$ cat src/rtl/mem_arbiter.sv
// Two-port (CPU/DMA) round-robin arbiter in front of a single WMFC-style RAM port.
// One transaction at a time: IDLE -> ACCESS (wait for MFC or timeout) -> RESP (ack pulse).
module mem_arbiter #(
   parameter int AW      = 8,
   parameter int DW      = 8,
   parameter int TIMEOUT = 15
) (
   input  logic          CLK,
   input  logic          reset,
   input  logic          cpu_req,
   input  logic          cpu_rnw,
   input  logic [AW-1:0] cpu_addr,
   input  logic [DW-1:0] cpu_wdata,
   output logic          cpu_ack,
   output logic          cpu_err,
   output logic [DW-1:0] cpu_rdata,
   input  logic          dma_req,
   input  logic          dma_rnw,
   input  logic [AW-1:0] dma_addr,
   input  logic [DW-1:0] dma_wdata,
   output logic          dma_ack,
   output logic          dma_err,
   output logic [DW-1:0] dma_rdata,
   output logic          mem_enable,
   output logic          mem_rnw,
   output logic [AW-1:0] mem_addr,
   output logic [DW-1:0] mem_wdata,
   input  logic [DW-1:0] mem_rdata,
   input  logic          MFC,
   output logic          busy,
   output logic          owner
);

   localparam logic [3:0] TMO = 4'(TIMEOUT);

   typedef enum logic [1:0] {IDLE, ACCESS, RESP} state_t;

   state_t          state_q, state_d;
   logic            grant, grant_dma;
   logic            owner_q;
   logic            lat_rnw;
   logic [AW-1:0]   lat_addr;
   logic [DW-1:0]   lat_wdata;
   logic [3:0]      wait_cnt;
   logic            err_q;
   logic [DW-1:0]   cpu_rdata_q, dma_rdata_q;

   // On a tie the requester that was not served last wins; owner resets to DMA so CPU wins first.
   always_comb begin
      state_d   = state_q;
      grant     = 1'b0;
      grant_dma = 1'b0;
      case (state_q)
         IDLE: begin
            if (cpu_req || dma_req) begin
               grant     = 1'b1;
               grant_dma = dma_req && (!cpu_req || !owner_q);
               state_d   = ACCESS;
            end
         end
         ACCESS: begin
            if (MFC || (wait_cnt == TMO)) state_d = RESP;
         end
         RESP:    state_d = IDLE;
         default: state_d = IDLE;
      endcase
   end

   always_ff @(posedge CLK) begin
      if (reset) begin
         state_q     <= IDLE;
         owner_q     <= 1'b1;
         lat_rnw     <= 1'b1;
         lat_addr    <= '0;
         lat_wdata   <= '0;
         wait_cnt    <= '0;
         err_q       <= 1'b0;
         cpu_rdata_q <= '0;
         dma_rdata_q <= '0;
      end else begin
         state_q <= state_d;
         if (grant) begin
            owner_q   <= grant_dma;
            lat_rnw   <= grant_dma ? dma_rnw   : cpu_rnw;
            lat_addr  <= grant_dma ? dma_addr  : cpu_addr;
            lat_wdata <= grant_dma ? dma_wdata : cpu_wdata;
            wait_cnt  <= '0;
         end
         // MFC is checked before the timeout compare so it wins a same-cycle race.
         if (state_q == ACCESS) begin
            if (MFC) begin
               err_q <= 1'b0;
               if (lat_rnw) begin
                  if (owner_q) dma_rdata_q <= mem_rdata;
                  else         cpu_rdata_q <= mem_rdata;
               end
            end else if (wait_cnt == TMO) begin
               err_q <= 1'b1;
            end else begin
               wait_cnt <= wait_cnt + 4'd1;
            end
         end
      end
   end

   assign mem_enable = (state_q == ACCESS);
   assign busy       = (state_q != IDLE);
   assign mem_rnw    = lat_rnw;
   assign mem_addr   = lat_addr;
   assign mem_wdata  = lat_wdata;
   assign owner      = owner_q;
   assign cpu_ack    = (state_q == RESP) && !owner_q;
   assign dma_ack    = (state_q == RESP) &&  owner_q;
   assign cpu_err    = cpu_ack && err_q;
   assign dma_err    = dma_ack && err_q;
   assign cpu_rdata  = cpu_rdata_q;
   assign dma_rdata  = dma_rdata_q;

endmodule

$ cat config.mk
export PLATFORM = sky130hd
export DESIGN_NAME = mem_arbiter
export DESIGN_NICKNAME = d
export VERILOG_FILES = /design/src/rtl/mem_arbiter.sv
export SDC_FILE = /design/constraint.sdc
export NUM_CORES = 1
export LEC_CHECK = 0
export ABC_AREA = 1
export CORE_MARGIN = 8
export CORE_UTILIZATION = 43
export CTS_BUF_LIST = sky130_fd_sc_hd__clkbuf_8
export CTS_CLUSTER_SIZE = 16
export DETAILED_ROUTE_END_ITERATION = 16
export HOLD_SLACK_MARGIN = 0.08
export PLACE_DENSITY = 0.87
export REMOVE_ABC_BUFFERS = 1
export SYNTH_ARGS = -nofsm -noshare
export SYNTH_HDL_FRONTEND = slang
export SYNTH_SLANG_ARGS = --single-unit
$ cat constraint.sdc
create_clock -name CLK -period 1.38 [get_ports CLK]
set_input_delay 0.207 -clock CLK [delete_from_list [all_inputs] [get_ports CLK]]
set_output_delay 0.207 -clock CLK [all_outputs]
set_load 0.01 [all_outputs]
* After elaboration in Yosys (flattened, before gate mapping)
Cells that the tools add are included.
Operators by class: shifts and indexed selects 0, order comparisons 0, div/mod/pow operators 0, add/subtract/negate cells 1, muxes and demuxes 16, bitwise gates (word level) 1, equality and inequality tests 5, multipliers 0, reductions and logical operators 17
Operator list (count):
- $mux W4 | 4
- $mux W8 | 2
- $reduce_and A4 Y1 | 2
- $mux W1 | 7
- $logic_and A1 B1 Y1 | 5
- $add A4 B1 Y4 const B | 1
- $eq A4 B4 Y1 const B | 1
- $mux W2 | 2
- $pmux W2 S2 | 1
- $reduce_and A2 Y1 | 2
- $reduce_bool A2 Y1 | 2
- $logic_or A1 B1 Y1 | 3
- $eq A2 B1 Y1 const B | 1
- $eq A2 B2 Y1 const B | 1
- $logic_not A1 Y1 | 2
- $logic_not A2 Y1 | 1
- $ne A2 B1 Y1 const B | 1
- $ne A2 B2 Y1 const B | 1
- $not A1 Y1 | 1
Storage, ports and cells: latch bits 0, memory bits (writable) 0, bits in read-only memories 0, word-level logic and storage cells 49, output and inout port bits 40, input port bits 47, register bits after elaboration 41, memories kept 0

* Logic depth before layout (Yosys ltp)
Gate-level depths: netlist of run 1.
depth in word-level cells 7, mapped depth 8

* Least setup slack after synthesis of run 1
OpenSTA, ideal clock, no wires.
path type reg2out, start point reg owner_q (netlist: owner), end point out dma_err, arrival time 997 ps, required time 1173 ps, cell stages (with the launch flop) 3, path slack 176 ps, buffers on the path 0, cell sequence dfxtp_1 -> inv_1 -> nor4_1
Between the ends: longest elaborated chain between the ends 2
RTL lines:
- start: declaration | RTL line 40 | logic owner_q;
- start signal: assignment | RTL line 83 | owner_q <= grant_dma;
- $logic_and A1 B1 Y1 | RTL line 113 | assign dma_ack = (state_q == RESP) && owner_q;
- $logic_and A1 B1 Y1 | RTL line 115 | assign dma_err = dma_ack && err_q;
- end: declaration | RTL line 22 | output logic dma_err,
Every way passes these cells.

* Final worst setup path of run 1
start point reg state_q[0], end point reg lat_addr[3] (netlist: mem_addr[3])
Between the ends: longest elaborated chain between the ends 3
RTL lines:
- start: declaration | RTL line 38 | state_t state_q, state_d;
- start signal: assignment | RTL line 81 | state_q <= state_d;
- $logic_not A2 Y1 (*) | RTL line 53 | case (state_q)
- $mux W1 | RTL line 53
- $mux W8 | RTL line 85 | lat_addr <= grant_dma ? dma_addr : cpu_addr;
- end signal: assignment | RTL line 85
- end: declaration | RTL line 42 | logic [AW-1:0] lat_addr;
Every way passes the cells marked *; elsewhere a longest branch is shown, timed or not. A chain may end at the register's enable or synchronous reset.

==> reports/results.txt, run 1 <==
status: finished, final reports clean
core area: 0.00432 mm^2
Synth area leaders: dfxtp_1, nand2_1, nor2_1, o21ai_0, inv_1
Leak Pwr: 0.00168 uW
Syn. warnings: 0
area leader, netlist: dfxtp_1
Seq pwr share: 42.8%
period utilization: 97.9%
initial antenna violation count: 0
Top FF cell, synth: dfxtp_1
# setup viols final: 0
switch share: 27.5%
slew of the pin with the lowest slew margin: 355 ps
RSZ-0062 raised after global routing: true
Fin Clk Skew: 2.55 ps
DRC: 0
overall power: 3130 uW
Post-synth EDFFs: 0
Clock Pin Slew Worst Setup and Hold Paths: 80 ps
CTS tree: yes
Internal Power: 2270 uW
post-synthesis adder-cell area fraction: 0.651%
First DRT Iteration DRCs: 105
port bufs: 86
Critical Path RT: 1560 ps
worst setup path startpoint: state_q[0]$_SDFFE_PP0P_
post-route ant nets: 0
number of buffers created by CTS: 5
Worst Path Max Fanout: 5
most frequent cell after synthesis: nand2_1
number of fillers in the final layout: 359
via count: 2019
IO Count: 87
Total Routing Usage GR: 15.3%
area grow syn2layout: 65.5%
area of the multi-input gates: 972 um^2
hold_buf cts: 0
FF-to-FF Start: state_q[0]$_SDFFE_PP0P_
critical path type: reg2reg
Avg WL per Cell: 13.1 um
starting density of the core: 44.4%
Num Clock Sinks: 41
DIE WIDTH: 82.8 um
share of the synthesized area in the top cell type: 42.7%
Antenna Cells: 0
Min Clock Period, post-route: 1350 ps
post-route setup slack: 29.0 ps
Post-synth top cells: nand2_1, dfxtp_1, nor2_1, inv_1, o21ai_0
Chip Height: 82.8 um
Critical Path End Type: register
clk_lat worst skew: 280 ps
largest net degree at the start of global routing: 23
post-synthesis mux area share: 0%
post-synthesis compound-gate area fraction: 17.8%
Post-Syn Area: 0.00192 mm^2
Post-synth ARST share: 0%
Max Fclk: 740 MHz
Post-Synth Simple-Gate Area: 30.3%
pre-CTS WS: -193 ps
Gate power share: 27.8%
Longest Clk Path Bufs: 2
ratio of cells with drive above 1 in the final layout: 21.5%
XOR/XNOR share of the synthesized area: 0%
Worst Hold Class: reg2reg
row cnt: 24
Root Driver: clkbuf_8
# Max-Cap Violations: 0
hold path startpoint: cpu_rdata[1]$_SDFFE_PP0P_
largest family of logic cells by synthesized area: simple AND/OR/NAND/NOR gates
sequential fraction of the synthesis area: 42.7%
VDD IR max: 0.000617 V
Syn Area/Cell: 7.25 um^2
post-synthesis cell count: 265
Reg area: 831 um^2
number of global-route vias before repair: 1991
Startpoint Class: register
endpoint arrival time on the critical path: 1530 ps
NetSw: 860 uW
TritonRoute pass-1 iters: 5
htree depth: 2
GRT Residual Overflow: 0
post-synthesis cell type count: 30
Slew Viols, Final: 0
post-DP HPWL: 4260 um
overall routed net length: 5630 um
Hold Violations, Final: 0
Final Net Count: 424
synthesis-stage register bit count: 41
first-pass GRT wire length: 9230 um
clock network fraction of total power: 29.4%
routability cong.: 0.806
Vias/cell: 4.72
area of the die: 0.00686 mm^2
pwr/cell area: 986 mW/mm^2
Max-Slew Margin vs Limit: 76.3%
total negative slack: 0 ps
==> path summary, 6_finish.rpt <==
path                               endpoint  slack [ps]  cells past startpoint
setup reg to reg   mem_addr[3]$_SDFFE_PP0P_          30                      8
hold / removal    cpu_rdata[1]$_SDFFE_PP0P_         480                      2
setup / recovery   mem_addr[3]$_SDFFE_PP0P_          30                      8
hold reg to reg   cpu_rdata[1]$_SDFFE_PP0P_         480                      2
==> per-layer routing <==
layer | share of wire, % | vias to the layer above | GRT usage (%)
li1 | - | 1057 | -
met1 | 40 | 897 | 16.5
met2 | 51 | 63 | 27.0
met3 | 8.2 | 2 | 7.32
met4 | 0.14 | 0 | 1.92
met5 | 0 | - | 0
==> final cells by class <==
class                   count  area share (%)
clock buffers               5            2.16
clock inverters             2            1.10
inverters                  30            3.54
multi-input cells         187            30.6
flip-flops and latches     41            26.1
well taps                  52            2.05
repair buffers            111            34.4
==> layout by cell type, fill, tap and decap left out, types with 3 or more instances in the layout <==
cell and instances:
a21oi_1 13, a21oi_2 9, buf_2 4, buf_4 16, buf_6 6, clkbuf_8 5, clkdlybuf4s50_1 46, dfxtp_1 37
dlygate4sd2_1 21, dlymetal6s2s_1 13, inv_1 24, inv_2 5, nand2_1 50, nand2_2 5, nand3_1 4, nor2_1 40
nor2_4 3, o21ai_0 20, o21ai_1 12, o21ai_2 4, or2_0 7, or2_2 7
==> kinds of logic (layout without fill, tap and decap cells) <==
kind of cell / count (synthesis) / after routing
compound gates: 60 / 60
simple gates: 125 / 126
flops: 41 / 41
fa+ha+maj: 1 / 1
buf+inv: 38 / 148
==> metrics by stage <==
step | hold WS (ps) | std cells | utilization [%] | instance area [um^2]
5_1_grt | 509 | 428 | 73.5 | 3180
6_report | 483 | 428 | 73.5 | 3180
3_3_place_gp | 463 | 415 | 68.4 | 2960
2_1_floorplan | 276 | 257 | - | 1870
3_5_place_dp | 474 | 415 | 68.4 | 2960
4_1_cts | 492 | 422 | 70.1 | 3030
==> worst max-delay path, cell delays in order, from the launching register on <==
cell and delay (ps):
dfxtp_4 370, buf_6 120, nor2_4 90, inv_2 50
buf_6 130, nor2_8 180, clkbuf_16 170, buf_4 100
a21oi_2 40
==> state kept, by name, indices dropped and copies added (netlist names) <==
signal and flops:
wait_cnt 4, owner 1, dma_rdata 8, cpu_rdata 8, state_q 2, err_q 1
mem_rnw 1, mem_wdata 8, mem_addr 8
==> power by group through the flow <==
stage | logic (uW) | registers [uW] | clock network (uW)
after CTS | 803 | 1340 | 929
final | 872 | 1340 | 921
after global routing | 962 | 1350 | 993
after global placement | 823 | 1360 | 0
after floorplan | 311 | 1400 | 0
after detailed placement | 843 | 1360 | 0
==> timing repair <==
action / CTS / global route
gates cloned: 0 / 4
pin swaps: 0 / 3
gates resized for setup: 43 / 36
endpoints found under the setup margin: 27 / 33
setup buffers: 0 / 2
Power figures use the tool's default switching activity.
==> run 2, diff against run 1 <==
==> constraint.sdc (replaced) <==
create_clock -name CLK -period 1.38 [get_ports CLK]
set_input_delay 0.207 -clock CLK [delete_from_list [all_inputs] [get_ports CLK]]
set_output_delay 0.207 -clock CLK [all_outputs]
set_load 0.02 [all_outputs]
==> reports/results.txt, run 2 (synthesized netlist as in run 1, its figures left out) <==
status: finished, final reports clean
via count: 2042 (+1.1%)
most frequent cells in the layout: nand2_1, clkdlybuf4s50_1, nor2_1
CP max-delay cell: clkdlybuf4s50_1
post-route insts no fill: 431 (+0.70%)
period utilization: 98.9% (+1.0 points)
hold_buf cts: 0 (unchanged)
post-route setup slack: 15.1 ps (-13.9 ps)
starting density of the core: 44.4% (unchanged)
post-placement cell count: 414 (-0.24%)
Worst Hold Class: reg2reg
Worst Path Max Fanout: 5 (unchanged)
DRT met1 WL: 2320 um (+1.8%)
GRT Residual Overflow: 0 (unchanged)
Root Driver: clkbuf_8
slew of the pin with the lowest slew margin: 366 ps (+11.3 ps)
largest net degree at the start of global routing: 31 (+35%)
core area: 0.00432 mm^2 (unchanged)
number of buffers created by CTS: 5 (unchanged)
Avg WL per Cell: 13.1 um (-0.68%)
Critical Path End Type: register
DIE WIDTH: 82.8 um (unchanged)
Final Net Count: 426 (+0.47%)
Worst path top cell family by delay: buffers and inverters
port bufs: 86 (unchanged)
pre-CTS WS: -187 ps (+5.92 ps)
Num Clock Sinks: 41 (unchanged)
Total Routing Usage GR: 15.0% (-0.31 points)
Max-Slew Margin vs Limit: 75.5% (-0.76 points)
DRC: 0 (unchanged)
total negative slack: 0 ps (unchanged)
row cnt: 24 (unchanged)
Min Clock Period, post-route: 1360 ps (+13.9 ps)
Max Fclk: 733 MHz (-1.0%)
top routing layer in use: met4
Leak Pwr: 0.00152 uW (-9.3%)
TritonRoute pass-1 iters: 4 (-1)
IO Count: 87 (unchanged)
first-pass GRT wire length: 8890 um (-3.7%)
Hold Violations, Final: 0 (unchanged)
endpoint arrival time on the critical path: 1550 ps (+20 ps)
Longest Clk Path Bufs: 2 (unchanged)
Critical Path RT: 1570 ps (about the same)
htree depth: 2 (unchanged)
met3 wire len: 460 um (unchanged)
VDD IR max: 0.000567 V (-8.1%)
Cell Chain, Critical Path: clkdlybuf4s50_1 -> nor2_2 -> nor2_4 -> clkbuf_16 -> o21ai_1 -> a21oi_2
overall routed net length: 5630 um (about the same)
Fin Clk Skew: 7.14 ps (+4.59 ps)
sum of buffers and inverters on the critical path: 2 (-3)
number of global-route vias before repair: 2011 (+1.0%)
met2 WL: 2780 um (-3.7%)
ratio of cells with drive above 1 in the final layout: 22.7% (+1.1 points)
area of the die: 0.00686 mm^2 (unchanged)
area grow syn2layout: 64.2%
number of fillers in the final layout: 358 (-0.28%)
DP Area: 0.00296 mm^2 (+0.17%)
most common cell after layout, fill and taps aside: nand2_1
pwr/cell area: 968 mW/mm^2 (-1.8%)
Slew Viols, Final: 0 (unchanged)
initial antenna violation count: 0 (unchanged)
First DRT Iteration DRCs: 93 (-11%)
Chip Height: 82.8 um (unchanged)
post-DP HPWL: 4130 um (-2.9%)
Startpoint Class: input pin
clk_lat worst skew: 290 ps (about the same)
# Max-Cap Violations: 0 (unchanged)
CTS tree: yes
# setup viols final: 0 (unchanged)
routability cong.: 0.789 (-2.0%)
critical path type: in2reg
Vias/cell: 4.74 (+0.44%)
post-route cell area: 0.00315 mm^2 (-0.83%)
fin util: 72.9% (-0.61 points)
RSZ-0062 raised after global routing: true
post-route ant nets: 0 (unchanged)
largest stage delay on the critical path: 490 ps (+120 ps)
Clock Pin Slew Worst Setup and Hold Paths: 80 ps (about the same)
Antenna Cells: 0 (unchanged)
## run 2: routing by layer
layer,vias up,GRT usage (%)
li1,1072,-
met1,897,15.8
met2,66,26.0
met3,7,7.03
met4,0,4.15
met5,-,0
## run 2: path summary, 6_finish.rpt
check	slack [ps]	end	depth (start not counted)	from
worst max-delay path	20	mem_addr[3]$_SDFFE_PP0P_	6	dma_req
worst min-delay path	480	dma_rdata[3]$_SDFFE_PP0P_	2	dma_rdata[3]$_SDFFE_PP0P_
worst max register to register	30	mem_wdata[0]$_SDFFE_PP0P_	8	state_q[0]$_SDFFE_PP0P_
worst min register to register	480	dma_rdata[3]$_SDFFE_PP0P_	2	dma_rdata[3]$_SDFFE_PP0P_
## run 2: area by class of cell
class                      instances  area (um^2)  area share (%)
tap                               52         65.1            2.06
inverter                          30          115            3.65
clock inverter                     3         17.5           0.556
sequential                        41          831            26.3
timing repair buffer             113         1070            34.0
clock buffer                       5         68.8            2.18
multi-input combinational        187          983            31.2
## run 2: where the power goes
part	internal (uW)	switching (uW)	total, uW
clock	349	417	766
combinational	463	483	946
sequential	1280	59.7	1340
## run 2: tightest hold or removal path: cells and delay by family (launching register included)
| kind | cells | cell delay, ps |
|---|---|---|
| AND/OR/NAND/NOR | 2 | 120 |
| flip-flops | 1 | 330 |
## run 2: what timing repair did
item	in CTS	in global routing
buffers inserted	0	5
cloned	0	4
pin swaps	0	5
endpoints found under the setup margin	41	15
resized for setup	63	23
## run 2: per-stage QoR
stage                     hold WS (ps)  power [uW]
final                              480        3050
after CTS                          485        2960
after floorplan                    276        1790
after global routing               513        3230
after global placement             461        2250
after detailed placement           471        2280
